$ cat src/rtl/hydra_pkg.sv
// Shared types, constants and helpers for the hydra switch ingress path.
package hydra_pkg;

    localparam int PORT_NUM = 16;
    localparam int DW       = 16;

    typedef struct packed {
        logic [8:0] len;
        logic [2:0] prio;
        logic [3:0] dest;
    } ctrl_word_t;

    typedef enum logic [2:0] {
        ST_IDLE = 3'd0,
        ST_SOP  = 3'd1,
        ST_CTRL = 3'd2,
        ST_DATA = 3'd3,
        ST_EOP  = 3'd4,
        ST_GAP  = 3'd5
    } ingress_state_e;

    function automatic ctrl_word_t pack_ctrl(input logic [8:0] len,
                                             input logic [2:0] prio,
                                             input logic [3:0] dest);
        ctrl_word_t w;
        w.len  = len;
        w.prio = prio;
        w.dest = dest;
        return w;
    endfunction

endpackage

$ cat src/rtl/hydra_ingress_framer.sv
// Per-port ingress framer: turns a descriptor plus its payload words into the
// hydra write protocol (sop, control word, data, eop) and counts sent/dropped packets.
module hydra_ingress_framer #(
    parameter int DW      = hydra_pkg::DW,
    parameter int LEN_W   = 9,
    parameter int MAX_LEN = 511,
    parameter int IFG     = 2
) (
    input  logic                                   clk,
    input  logic                                   rst_n,
    input  logic                                   desc_vld,
    output logic                                   desc_rdy,
    input  logic [LEN_W-1:0]                       desc_len,
    input  logic [2:0]                             desc_prio,
    input  logic [$clog2(hydra_pkg::PORT_NUM)-1:0] desc_dest,
    input  logic                                   pl_vld,
    output logic                                   pl_rdy,
    input  logic [DW-1:0]                          pl_data,
    input  logic                                   pause,
    output logic                                   wr_sop,
    output logic                                   wr_eop,
    output logic                                   wr_vld,
    output logic [DW-1:0]                          wr_data,
    output logic [15:0]                            pkt_cnt,
    output logic [15:0]                            drop_cnt
);
    import hydra_pkg::*;

    ingress_state_e   state_r, state_s;
    logic [LEN_W-1:0] rem_r, rem_s;
    logic [3:0]       gap_r, gap_s;
    ctrl_word_t       ctrl_r, ctrl_s;
    logic             sop_s, eop_s, vld_s;
    logic [DW-1:0]    data_s;
    logic [15:0]      pkt_s, drop_s;
    logic             desc_hs_s, pl_hs_s, len_ok_s;

    // pause only gates the start of a packet; payload is taken during CTRL as
    // well so the first word follows the control word without a bubble
    assign desc_rdy  = (state_r == ST_IDLE) && !pause;
    assign pl_rdy    = ((state_r == ST_CTRL) || (state_r == ST_DATA)) && (rem_r != {LEN_W{1'b0}});
    assign desc_hs_s = desc_vld && desc_rdy;
    assign pl_hs_s   = pl_vld && pl_rdy;
    assign len_ok_s  = (desc_len != {LEN_W{1'b0}}) && (32'(desc_len) <= MAX_LEN);

    // Next-state and next-output decode
    always_comb begin
        state_s = state_r;
        rem_s   = rem_r;
        gap_s   = gap_r;
        ctrl_s  = ctrl_r;
        sop_s   = 1'b0;
        eop_s   = 1'b0;
        vld_s   = 1'b0;
        data_s  = wr_data;
        pkt_s   = pkt_cnt;
        drop_s  = drop_cnt;
        case (state_r)
            ST_IDLE: begin
                if (desc_hs_s && !len_ok_s) begin
                    drop_s = drop_cnt + 16'd1;
                end else if (desc_hs_s) begin
                    ctrl_s  = pack_ctrl(9'(desc_len), desc_prio, desc_dest);
                    rem_s   = desc_len;
                    sop_s   = 1'b1;
                    state_s = ST_SOP;
                end else begin
                    state_s = ST_IDLE;
                end
            end
            ST_SOP: begin
                vld_s   = 1'b1;
                data_s  = DW'(ctrl_r);
                state_s = ST_CTRL;
            end
            ST_CTRL, ST_DATA: begin
                if (pl_hs_s) begin
                    vld_s   = 1'b1;
                    data_s  = pl_data;
                    rem_s   = rem_r - LEN_W'(1);
                    state_s = (rem_r == LEN_W'(1)) ? ST_EOP : ST_DATA;
                end else begin
                    state_s = ST_DATA;
                end
            end
            ST_EOP: begin
                eop_s = 1'b1;
                pkt_s = pkt_cnt + 16'd1;
                if (IFG == 0) begin
                    state_s = ST_IDLE;
                end else begin
                    gap_s   = 4'(IFG);
                    state_s = ST_GAP;
                end
            end
            ST_GAP: begin
                gap_s = gap_r - 4'd1;
                if (gap_r <= 4'd1) begin
                    state_s = ST_IDLE;
                end else begin
                    state_s = ST_GAP;
                end
            end
            default: begin
                state_s = ST_IDLE;
            end
        endcase
    end

    // State, bookkeeping and registered protocol outputs
    always_ff @(posedge clk or negedge rst_n) begin
        if (!rst_n) begin
            state_r  <= ST_IDLE;
            rem_r    <= {LEN_W{1'b0}};
            gap_r    <= 4'd0;
            ctrl_r   <= pack_ctrl(9'd0, 3'd0, 4'd0);
            wr_sop   <= 1'b0;
            wr_eop   <= 1'b0;
            wr_vld   <= 1'b0;
            wr_data  <= {DW{1'b0}};
            pkt_cnt  <= 16'd0;
            drop_cnt <= 16'd0;
        end else begin
            state_r  <= state_s;
            rem_r    <= rem_s;
            gap_r    <= gap_s;
            ctrl_r   <= ctrl_s;
            wr_sop   <= sop_s;
            wr_eop   <= eop_s;
            wr_vld   <= vld_s;
            wr_data  <= data_s;
            pkt_cnt  <= pkt_s;
            drop_cnt <= drop_s;
        end
    end

endmodule
$ cat config.mk
export PLATFORM = sky130hd
export DESIGN_NAME = hydra_ingress_framer
export DESIGN_NICKNAME = d
export VERILOG_FILES = /design/src/rtl/hydra_pkg.sv /design/src/rtl/hydra_ingress_framer.sv
export SDC_FILE = /design/constraint.sdc
export NUM_CORES = 1
export LEC_CHECK = 0
export CAP_MARGIN = 20
export CORE_ASPECT_RATIO = 1.75
export CORE_MARGIN = 10
export CORE_UTILIZATION = 46
export CTS_CLUSTER_DIAMETER = 200
export DETAILED_ROUTE_END_ITERATION = 10
export PLACE_DENSITY = 0.81
export SYNTH_ARGS = -nofsm -noshare
export SYNTH_HDL_FRONTEND = slang
export SYNTH_SLANG_ARGS = --single-unit
$ cat constraint.sdc
create_clock -name clk -period 4.4 [get_ports clk]
set_clock_uncertainty 0.05 [all_clocks]
set_input_delay 0.88 -clock clk [delete_from_list [all_inputs] [get_ports clk]]
set_output_delay 0.88 -clock clk [all_outputs]
set_load 0.05 [all_outputs]
==> impl_metrics.csv <==
group,metric,value,unit
drt,dr.pass1.iters,4,
global_route,globalRouteOverflowTotal,0,
drt,wire_per_inst,17.8,um
cts,htreeDepth,3,
timing,timing.fmax,295,MHz
global_route,grt_pass1_vias,3375,
worst_setup_path,r2r_slack,2.00,ns
placement,placed_area,5000,um2
yosys,ys_seq_area_share,51.5,%
yosys,synth-edff-count,0,
pwr,p_total,0.00276,W
drt,vias,3233,
layout,final_area,5370,um2
drt,drcViolationCount,0,
floorplanning,die_x,90.8,um
yosys,synth_cell_types,52,
timing,relSlewSlack,48.8,%
floorplanning,die_h,144,um
timing,worst_pin_slew,0.767,ns
floorplanning,dieArea,13100,um2
timing,setup_viol,0,
drt,avgViaCountPerCell,5.57,
worst_setup_path,worstRegToRegCells,4,
layout,fillCellCount,712,
global_route,track_usage,16.2,%
cts,clock_latency,0.34,ns
layout,area_growth,33.0,%
cts,path_clk_slew,0.06,ns
timing,period_needed,3.39,ns
cts,cts_tree,"done",
worst_setup_path,endpoint,"desc_rdy",
yosys,synthFlopType,"dfrtp_1",
yosys,synth_area,4030,um2
floorplanning,io_pins,90,
worst_setup_path,crit_fanout,5,
global_route,grt_max_degree,84,
yosys,synthesis.nets,414,
floorplanning,coreArea,8610,um2
cts,numCtsBuffers,9,
yosys,ys_warn_count,0,
drt,ant_nets,0,
timing,period_share,77.0,%
global_route,grt_pass1_wl,17100,um
pwr,ir_worst_vdd,0.248,mV
layout,n_antenna_cell,0,
worst_setup_path,critical_path.startpoint,"pause",
placement,dp.final_hpwl,7730,um
timing,rsz0062_at_grt,"no",
worst_setup_path,cp.arrival,2.46,ns
timing,hold_viol_final,0,
pwr,power.density,514,nW/um2
min_path,hp-class,"in2async",
timing,slew_violations,0,
worst_setup_path,crit_path_end_kind,"output port",
floorplanning,initial_utilization,46.8,%
timing,fin_setup_tns,0,ns
layout,num-nets-final,502,
placement,io_buffers,89,
cts,clock-sinks,83,
worst_setup_path,r2r_end,"wr_data[5]",
cts,clk_path_buf_depth,2,
layout,drive_gt1_share,9.72,%
placement,globalplace.congestion,0.823,
drt,drt_iter0_markers,145,
worst_setup_path,crit_type,"in2out",
worst_setup_path,start_kind,"input pin",
cts,cts_hold_buffers,0,
cts,root_buffer,"clkbuf_16",
cts,cts_setup_buffers,0,
worst_setup_path,r2r_start,"rem_r[4]",
floorplanning,rows,45,
cts,cts_resized,0,
pwr,p_leak,2.31,nW
outcome,status,"complete, no violations",
job,drv_cap,0,
worst_setup_path,worstPathRequired,3.47,ns
global_route,antenna_found_initial,0,
drt,routed_wirelength,10300,um
yosys,avgSynthCellArea,10.9,um2
yosys,synthArstFlopShare,100,%
yosys,syn-instance-count,370,
yosys,ys_ff_latch,83,
[cells by family after synthesis]
kind of cell	after synthesis	synth area share, %
flip-flops	83	51.5
buffers and inverters	26	3.01
adder cells (fa/ha/maj)	7	2.17
AND/OR/NAND/NOR	135	19.2
AO/OA/AOI/OAI	55	8.72
multiplexers	34	8.93
XOR/XNOR	30	6.51
[worst min-delay path by stage]
stage / slack [ns] / from / end
after floorplan: 0.41 / ctrl_r[10] / ctrl_r[10]
after global placement: 0.41 / drop_cnt[15] / drop_cnt[15]
after detailed placement: 0.41 / pkt_cnt[15] / pkt_cnt[15]
after CTS: 0.42 / pkt_cnt[15] / pkt_cnt[15]
after global routing: 0.37 / rst_n / rem_r[0]
final: 0.37 / rst_n / wr_eop
[Yosys cell counts, types with 3 or more instances]
| cell type | n | area [um2] |
|---|---|---|
| a21oi_1 | 9 | 45.0 |
| a221oi_1 | 4 | 35.0 |
| a31o_2 | 3 | 26.3 |
| and2_1 | 3 | 18.8 |
| and3_1 | 4 | 25.0 |
| buf_2 | 5 | 25.0 |
| clkbuf_1 | 7 | 26.3 |
| dfrtp_1 | 83 | 2080 |
| ha_1 | 7 | 87.6 |
| inv_1 | 11 | 41.3 |
| mux2_1 | 6 | 67.6 |
| mux2_2 | 10 | 113 |
| mux2i_1 | 18 | 180 |
| nand2_1 | 25 | 93.8 |
| nand3_1 | 32 | 160 |
| nand3b_1 | 3 | 22.5 |
| nand4_1 | 6 | 37.5 |
| nor2_1 | 18 | 67.6 |
| nor3_1 | 17 | 85.1 |
| nor4_1 | 4 | 25.0 |
| nor4_2 | 4 | 50.1 |
| nor4_4 | 3 | 63.8 |
| o211ai_1 | 4 | 30.0 |
| o21ai_0 | 13 | 65.1 |
| o21ai_1 | 10 | 50.1 |
| o221ai_1 | 3 | 26.3 |
| xnor2_1 | 12 | 105 |
| xor2_1 | 18 | 158 |
[registers in the layout, summed over array words and instances (netlist names)]
name,count
state_r,3
pkt_cnt,16
wr_sop,1
rem_r,9
drop_cnt,16
gap_r,4
wr_data,16
wr_eop,1
ctrl_r,16
wr_vld,1
[power by group]
part | switching, W | total [W] | leakage [nW] | internal [W]
Combinational | 0.000537 | 0.000864 | 1.09 | 0.000327
Sequential | 0.000130 | 0.00106 | 1.06 | 0.000926
Clock | 0.000306 | 0.000836 | 0.158 | 0.000530
[per-layer routing]
metal / share of wire, % / vias to the layer above / GRT usage (%)
li1: - / 1510 / -
met1: 38 / 1591 / 17.1
met2: 52 / 104 / 28.0
met3: 5.9 / 28 / 5.07
met4: 3.6 / 0 / 8.70
met5: 0 / - / 0
[critical path, cell delays in order]
cell and delay (ns):
clkdlybuf4s50_1 0.44, nor4_4 0.25, clkdlybuf4s50_1 0.88
[layout by cell type, fill, tap and decap left out, types with 3 or more instances in the layout]
cell type / Yosys / routed
o211ai_1: 4 / 4
xor2_1: 18 / 18
nor3_1: 17 / 17
mux2i_1: 18 / 18
nand4_1: 6 / 6
and2_1: 3 / 3
nor4_4: 3 / 3
o21ai_0: 13 / 13
a31o_2: 3 / 3
xnor2_1: 12 / 12
o221ai_1: 3 / 3
inv_1: 11 / 11
nand3b_1: 3 / 3
nand3_1: 32 / 32
a221oi_1: 4 / 4
o21ai_1: 10 / 10
clkdlybuf4s50_1: 0 / 88
mux2_2: 10 / 10
nor2_1: 18 / 18
clkbuf_16: 0 / 9
dfrtp_1: 83 / 83
a21oi_1: 9 / 9
nor4_1: 4 / 4
nor4_2: 4 / 4
and3_1: 4 / 4
nand2_1: 25 / 25
ha_1: 7 / 7
mux2_1: 6 / 6
[final cells by class]
type | count | area (um2) | share of cell area, %
Tap cell | 117 | 146 | 2.73
Inverter | 12 | 47.5 | 0.886
Clock buffer | 11 | 253 | 4.71
Multi-Input combinational cell | 261 | 1840 | 34.2
Clock inverter | 5 | 83.8 | 1.56
Sequential cell | 83 | 2080 | 38.7
Timing Repair Buffer | 91 | 923 | 17.2
[through the flow]
stage               hold slack [ns]  cells  util (%)  setup WS, ns
finish                        0.368    580      62.3          1.01
CTS                           0.424    579      62.0          1.00
floorplan                     0.408    370         -          1.77
global placement              0.410    563      58.1          1.02
detailed placement            0.412    563      58.1          1.02
global route                  0.372    580      62.3         0.950
Note: power is estimated with default switching activity, not from simulation.
